[src/rtl/rhd_emu_pkg.sv]
// Shared constants, opcode classes and ROM lookup for the RHD2000 chip emulator.
// Imported by the emulator top and its helpers.
package rhd_emu_pkg;

  localparam logic [1:0] CMD_CONVERT = 2'b00;
  localparam logic [1:0] CMD_WRITE = 2'b10;
  localparam logic [1:0] CMD_READ = 2'b11;
  localparam logic [15:0] CMD_CALIBRATE = 16'h5500;
  localparam logic [15:0] CMD_CLEAR = 16'h6A00;

  localparam int RHD_NUM_WR_REGS = 18;

  localparam logic [5:0] ROM_NAME_0 = 6'd40;
  localparam logic [5:0] ROM_NAME_1 = 6'd41;
  localparam logic [5:0] ROM_NAME_2 = 6'd42;
  localparam logic [5:0] ROM_NAME_3 = 6'd43;
  localparam logic [5:0] ROM_NAME_4 = 6'd44;
  localparam logic [5:0] ROM_MISO_AB = 6'd59;
  localparam logic [5:0] ROM_DIE_REV = 6'd60;
  localparam logic [5:0] ROM_UNIPOLAR = 6'd61;
  localparam logic [5:0] ROM_NUM_AMPS = 6'd62;
  localparam logic [5:0] ROM_CHIP_ID = 6'd63;

  localparam logic [7:0] ROM_MISO_AB_VAL = 8'h53;
  localparam logic [7:0] ROM_DIE_REV_VAL = 8'h01;
  localparam logic [7:0] ROM_UNIPOLAR_VAL = 8'h01;

  typedef enum logic [2:0] {
    OP_CONVERT,
    OP_CALIBRATE,
    OP_CLEAR,
    OP_WRITE,
    OP_READ,
    OP_OTHER
  } op_e;

  function automatic op_e classify(input logic [15:0] cmd);
    op_e op;
    op = OP_OTHER;
    unique case (1'b1)
      (cmd[15:14] == CMD_CONVERT) && (cmd[7:1] == 7'd0):
        op = OP_CONVERT;
      cmd == CMD_CALIBRATE: op = OP_CALIBRATE;
      cmd == CMD_CLEAR: op = OP_CLEAR;
      cmd[15:14] == CMD_WRITE: op = OP_WRITE;
      cmd[15:14] == CMD_READ: op = OP_READ;
      default: op = OP_OTHER;
    endcase
    return op;
  endfunction

  function automatic logic [7:0] rom_read(
    input logic [5:0] r,
    input logic [7:0] num_amps,
    input logic [7:0] chip_id
  );
    logic [7:0] v;
    v = 8'h00;
    unique case (r)
      ROM_NAME_0: v = 8'h49;
      ROM_NAME_1: v = 8'h4E;
      ROM_NAME_2: v = 8'h54;
      ROM_NAME_3: v = 8'h41;
      ROM_NAME_4: v = 8'h4E;
      ROM_MISO_AB: v = ROM_MISO_AB_VAL;
      ROM_DIE_REV: v = ROM_DIE_REV_VAL;
      ROM_UNIPOLAR: v = ROM_UNIPOLAR_VAL;
      ROM_NUM_AMPS: v = num_amps;
      ROM_CHIP_ID: v = chip_id;
      default: v = 8'h00;
    endcase
    return v;
  endfunction

endpackage

[src/rtl/rhd_emu_edge_sync.sv]
// Two-flop synchronizer for one asynchronous pin with registered edge pulses.
// RST_VAL sets the idle level so reset release does not fake an edge.
module rhd_emu_edge_sync #(
  parameter logic RST_VAL = 1'b0
) (
  input  logic clk,
  input  logic rstn,
  input  logic din,
  output logic rise,
  output logic fall
);

  logic [2:0] sr;

  // two synchronizer stages followed by the previous-value register
  always_ff @(posedge clk or negedge rstn) begin
    if (!rstn) begin
      sr <= {3{RST_VAL}};
    end else begin
      sr <= {sr[1:0], din};
    end
  end

  // one-clk edge pulses, registered
  always_ff @(posedge clk or negedge rstn) begin
    if (!rstn) begin
      rise <= 1'b0;
      fall <= 1'b0;
    end else begin
      rise <= sr[1] & ~sr[2];
      fall <= ~sr[1] & sr[2];
    end
  end

endmodule

[src/rtl/rhd_chip_emulator.sv]
// RHD2000 chip-side responder: oversampled SPI slave, command decoder,
// register file and two-frame result pipeline on a single MISO line.
module rhd_chip_emulator
  import rhd_emu_pkg::*;
#(
  parameter logic [15:0] SEED = 16'd0,
  parameter logic [7:0] NUM_AMPS = 8'd64,
  parameter logic [7:0] CHIP_ID = 8'd2
) (
  input  logic clk,
  input  logic rstn,
  input  logic SCLK,
  input  logic CS,
  input  logic MOSI,
  output logic MISO,
  output logic reg_wr_valid,
  output logic [5:0] reg_wr_addr,
  output logic [7:0] reg_wr_data,
  output logic frame_err
);

  logic sclk_rise;
  logic sclk_fall;
  logic cs_rise;
  logic cs_fall;
  logic [1:0] mosi_ff;
  logic mosi_s;

  logic in_frame;
  logic [4:0] bit_cnt;
  logic [15:0] cmd_sr;
  logic [15:0] tx_sr;
  logic [15:0] res_q [2];
  logic [7:0] regs [RHD_NUM_WR_REGS];

  op_e op;
  logic [5:0] r;
  logic [7:0] d;
  logic in_wr_range;
  logic [7:0] reg_rd;
  logic [15:0] result;
  logic wr_hit;
  logic accept;

  rhd_emu_edge_sync #(
    .RST_VAL(1'b0)
  ) u_sclk_sync (
    .clk(clk),
    .rstn(rstn),
    .din(SCLK),
    .rise(sclk_rise),
    .fall(sclk_fall)
  );

  rhd_emu_edge_sync #(
    .RST_VAL(1'b1)
  ) u_cs_sync (
    .clk(clk),
    .rstn(rstn),
    .din(CS),
    .rise(cs_rise),
    .fall(cs_fall)
  );

  // MOSI only needs a plain synchronizer
  always_ff @(posedge clk or negedge rstn) begin
    if (!rstn) begin
      mosi_ff <= 2'b00;
    end else begin
      mosi_ff <= {mosi_ff[0], MOSI};
    end
  end

  assign mosi_s = mosi_ff[1];

  assign op = classify(cmd_sr);
  assign r = cmd_sr[13:8];
  assign d = cmd_sr[7:0];
  assign in_wr_range = {2'b00, r} < 8'(RHD_NUM_WR_REGS);
  assign accept = cs_rise & (bit_cnt == 5'd16);

  // register-file read port
  always_comb begin
    reg_rd = 8'h00;
    for (int i = 0; i < RHD_NUM_WR_REGS; i++) begin
      if (r == 6'(i)) begin
        reg_rd = regs[i];
      end
    end
  end

  // command decode into a 16-bit result word
  always_comb begin
    result = 16'h0000;
    wr_hit = 1'b0;
    unique case (1'b1)
      op == OP_CONVERT: begin
        if ({2'b00, r} < NUM_AMPS) begin
          result = SEED + {10'd0, r};
        end
      end
      op == OP_WRITE: begin
        result = {8'hFF, d};
        wr_hit = in_wr_range;
      end
      op == OP_READ: begin
        if (in_wr_range) begin
          result = {8'h00, reg_rd};
        end else begin
          result = {8'h00, rom_read(r, NUM_AMPS, CHIP_ID)};
        end
      end
      default: result = 16'h0000;
    endcase
  end

  // frame tracking, command shift-in and result shift-out
  always_ff @(posedge clk or negedge rstn) begin
    if (!rstn) begin
      in_frame <= 1'b0;
      bit_cnt <= 5'd0;
      cmd_sr <= 16'h0000;
      tx_sr <= 16'h0000;
      MISO <= 1'b0;
    end else if (cs_fall) begin
      in_frame <= 1'b1;
      bit_cnt <= 5'd0;
      tx_sr <= res_q[1];
      MISO <= res_q[1][15];
    end else if (cs_rise || !in_frame) begin
      in_frame <= 1'b0;
      MISO <= 1'b0;
    end else begin
      if (sclk_rise) begin
        cmd_sr <= {cmd_sr[14:0], mosi_s};
        if (bit_cnt != 5'd31) begin
          bit_cnt <= bit_cnt + 5'd1;
        end
      end
      if (sclk_fall) begin
        tx_sr <= {tx_sr[14:0], 1'b0};
        MISO <= tx_sr[14];
      end
    end
  end

  // frame close: advance pipeline, report writes or framing errors
  always_ff @(posedge clk or negedge rstn) begin
    if (!rstn) begin
      res_q[0] <= 16'h0000;
      res_q[1] <= 16'h0000;
      reg_wr_valid <= 1'b0;
      reg_wr_addr <= 6'd0;
      reg_wr_data <= 8'h00;
      frame_err <= 1'b0;
    end else begin
      reg_wr_valid <= 1'b0;
      frame_err <= 1'b0;
      if (accept) begin
        res_q[1] <= res_q[0];
        res_q[0] <= result;
        if (wr_hit) begin
          reg_wr_valid <= 1'b1;
          reg_wr_addr <= r;
          reg_wr_data <= d;
        end
      end else if (cs_rise) begin
        frame_err <= 1'b1;
      end
    end
  end

  // writable register file
  always_ff @(posedge clk or negedge rstn) begin
    if (!rstn) begin
      for (int i = 0; i < RHD_NUM_WR_REGS; i++) begin
        regs[i] <= 8'h00;
      end
    end else if (accept && wr_hit) begin
      for (int i = 0; i < RHD_NUM_WR_REGS; i++) begin
        if (r == 6'(i)) begin
          regs[i] <= d;
        end
      end
    end
  end

endmodule

[config.mk]
export PLATFORM = sky130hd
export DESIGN_NAME = rhd_chip_emulator
export DESIGN_NICKNAME = d
export VERILOG_FILES = /design/src/rtl/rhd_emu_pkg.sv /design/src/rtl/rhd_emu_edge_sync.sv /design/src/rtl/rhd_chip_emulator.sv
export SDC_FILE = /design/constraint.sdc
export NUM_CORES = 1
export LEC_CHECK = 0
export CAP_MARGIN = 20
export CORE_MARGIN = 2
export CORE_UTILIZATION = 35
export DETAILED_ROUTE_END_ITERATION = 10
export PLACE_DENSITY = 0.59
export SLEW_MARGIN = 20
export SYNTH_ARGS = -nofsm -noshare
export SYNTH_HDL_FRONTEND = slang
export SYNTH_HIERARCHICAL = 1
export SYNTH_SLANG_ARGS = --single-unit
[constraint.sdc]
create_clock -name clk -period 3 [get_ports clk]
set_input_delay 0.45 -clock clk [delete_from_list [all_inputs] [get_ports clk]]
set_output_delay 0.45 -clock clk [all_outputs]
set_load 0.02 [all_outputs]
==> impl_metrics.toml <==
[outcome]
status = "finished clean"

[logic_synthesis]
synth.area.mux_share_pct = 22.5
synth_area_leaders = "dfrtp_1 (52%), mux2_2 (16%), nand2_1 (4.1%), mux2i_1 (3.2%), mux4_2 (2.7%)"
post-synth-top-count-cell = "dfrtp_1"
synthAdderAreaFrac_pct = 0.348
syn_area_um2 = 10800
synth_xor_xnor_area_share_pct = 0.406
ys_warn_count = 6
synth_top_area_share_pct = 52.2
syn_inst = 883
synth_flop_cell = "dfrtp_1"
synth_top_family_by_area = "multiplexers"
yosysTopAreaCell = "dfrtp_1"
synth_edf_count = 0
yosys.area_share.simple_pct = 12.6
synth.distinct_cells = 73
synth_nets = 891
ys_seq_area_share_pct = 52.9
async_flop_share_pct = 100
synth.avg_cell_area_um2 = 12.2
synth.top_cells.by_count = "dfrtp_1 (225), mux2_2 (154), nand2_1 (118), o21ai_0 (44), clkbuf_1 (37)"
synth-compound-area-share_pct = 8.39
ys_ff_latch = 228

[floorplan]
initial_utilization_pct = 35.4
die_height_um = 180
core_um2 = 30500
dieArea_um2 = 32300
io_pins = 22
rows = 64
die_x_um = 180

[global_routing]
grt_max_degree = 93
grt_pass1_vias = 7467
grt_usage_pct = 16.8
antenna_found_initial = 0
grt-ovfl-total = 0
grt_pass1_wl_um = 43500

[worst_hold_path]
min-delay-start = "CS"
hp-class = "input pin to flip-flop"
min_to = "u_cs_sync/sr[0]"
min_path_cells = 1

[cells_and_area]
final_cells = 1320
regArea_um2 = 5710
multi_input_area_um2 = 4790
n_antenna_cell = 0
final_util_pct = 40.7
fill_cells = 2906
final_nets = 915
syn2layout_area_growth_pct = 15.1
drive_gt1_share_pct = 31.5

[worst_setup_path]
criticalPathCategory = "flip-flop to flip-flop"
cp-end-kind = "flip-flop"
rr_endpoint = "res_q[16]"
cp-start-kind = "flip-flop"
crit_slowest_cell = "or4b_2"
cp_top_family = "compound AO/OA/AOI/OAI gates"
worst_r2r_startpoint = "cmd_sr[11]"
slowest_delay_ps = 610
arrival_ps = 3200
rrSetupSlack_ps = 220
path_max_fanout = 20
cp_cell_sequence = "buf_4, or4b_2, a21oi_1, a31oi_1, a211oi_1, o311ai_0, o211ai_1"
cp.required_ps = 3430
reg2reg_depth = 7
cp_num_buf_inv = 1

[clock_tree]
insertion_delay_ps = 530
cts_resized = 0
cts_max_path_buffers = 3
cts_sinks = 228
path_clk_slew_ps = 60
cts_buffers = 25
hold_buffers = 1
clockRootBuffer = "clkbuf_16"
cts_setup_buffers = 0
cts_tree = "yes"
htreeDepth = 1

[timing]
setup_tns_ps = 0
fmax_mhz = 360
rsz0062_at_grt = "false"
final_hold_viol_count = 0
setup_violations = 0
layout_min_cycle_time_ps = 2780
drv_slew = 0
worst_clock_skew_ps = 20.1
fin_crit_sh_pct = 92.6
max_slew_margin_pct = 33.7
worst_slew_pin_slew_ps = 995

[detailed_routing]
num_vias = 7101
drc = 0
viasPerCell = 5.38
post_drt_wl_per_cell_um = 20.3
routed_wl_um = 26800
drt_iter0_drc = 469
drt-pass1-iter-count = 6
ant_nets = 0

[job]
maxCapViolCount = 0

[place]
gp_congestion = 0.858
numPortBuffers = 21
dp_hpwl_um = 17400
placed_cells = 1275

[power_and_ir_drop]
ir_drop_v = 0.000357
p_per_area_nw_per_um2 = 554
p_leak_nw = 5.84
[per-layer routing]
metal | vias to the layer above | track usage (%) | part of all wire [%]
met5 | - | 0.148 | 0
met4 | 0 | 6.11 | 3.9
met3 | 66 | 2.55 | 4.2
met2 | 171 | 27.0 | 47
met1 | 3623 | 23.1 | 45
li1 | 3241 | - | -
[stage by stage]
stage	power, W	area, um2	setup WS [ps]	hold WS [ps]
6_report	0.00688	12400	222	347
5_1_grt	0.00715	12400	69.1	349
4_1_cts	0.00696	12400	295	331
3_5_place_dp	0.00382	11600	319	343
3_3_place_gp	0.00381	11600	298	342
2_1_floorplan	0.00348	10800	746	154
[layout make-up]
type	instances	share of cell area, %
clock buffers	38	5.83
clock inverters	6	0.906
inverters	9	0.312
multi-input cells	583	38.6
flip-flops and latches	228	46.0
well taps	396	3.99
repair buffers	60	4.41
[cells in the final DEF, fill, tap and decap left out, drive strengths merged, types with 15 or more instances in the layout]
cell type / n
mux2: 159
nand3: 15
clkdlybuf4s50: 20
nor2: 39
o21ai: 45
a21oi: 25
dfrtp: 225
clkbuf: 38
buf: 39
nand2: 125
mux2i: 34
[worst max path at each step]
| stage | startpoint | end | slack (ps) | depth (start not counted) |
|---|---|---|---|---|
| 6_report | cmd_sr[11] | res_q[16] | 220 | 7 |
| 5_1_grt | cmd_sr[11] | res_q[16] | 70 | 7 |
| 4_1_cts | cmd_sr[11] | res_q[16] | 300 | 7 |
| 3_5_place_dp | cmd_sr[11] | res_q[16] | 320 | 7 |
| 3_3_place_gp | cmd_sr[8] | res_q[16] | 300 | 6 |
| 2_1_floorplan | bit_cnt[0] | regs[48] | 750 | 10 |
[sequential cells by signal, summed over array words and instances, names as in the netlist, 2 cells and up]
signal	cells
res_q	18
bit_cnt	5
reg_wr_addr	6
cmd_sr	16
mosi_ff	2
regs	144
reg_wr_data	8
u_cs_sync/sr	3
u_sclk_sync/sr	3
tx_sr	15
[cell families after synthesis]
logic type | count (synthesis)
multiplexers | 206
AND/OR/NAND/NOR | 231
adder cells (fa/ha/maj) | 3
AO/OA/AOI/OAI | 138
buffers and inverters | 72
flip-flops | 228
XOR/XNOR | 5
[power by group]
| part | switching (W) | internal (W) | leakage (nW) | total, W |
|---|---|---|---|---|
| Combinational | 0.000422 | 0.000146 | 2.28 | 0.000568 |
| Sequential | 0.0000654 | 0.00313 | 3.15 | 0.00319 |
| Clock | 0.00121 | 0.00192 | 0.408 | 0.00312 |
| Total | 0.00169 | 0.00519 | 5.84 | 0.00688 |
Power figures use the tool's default switching activity.
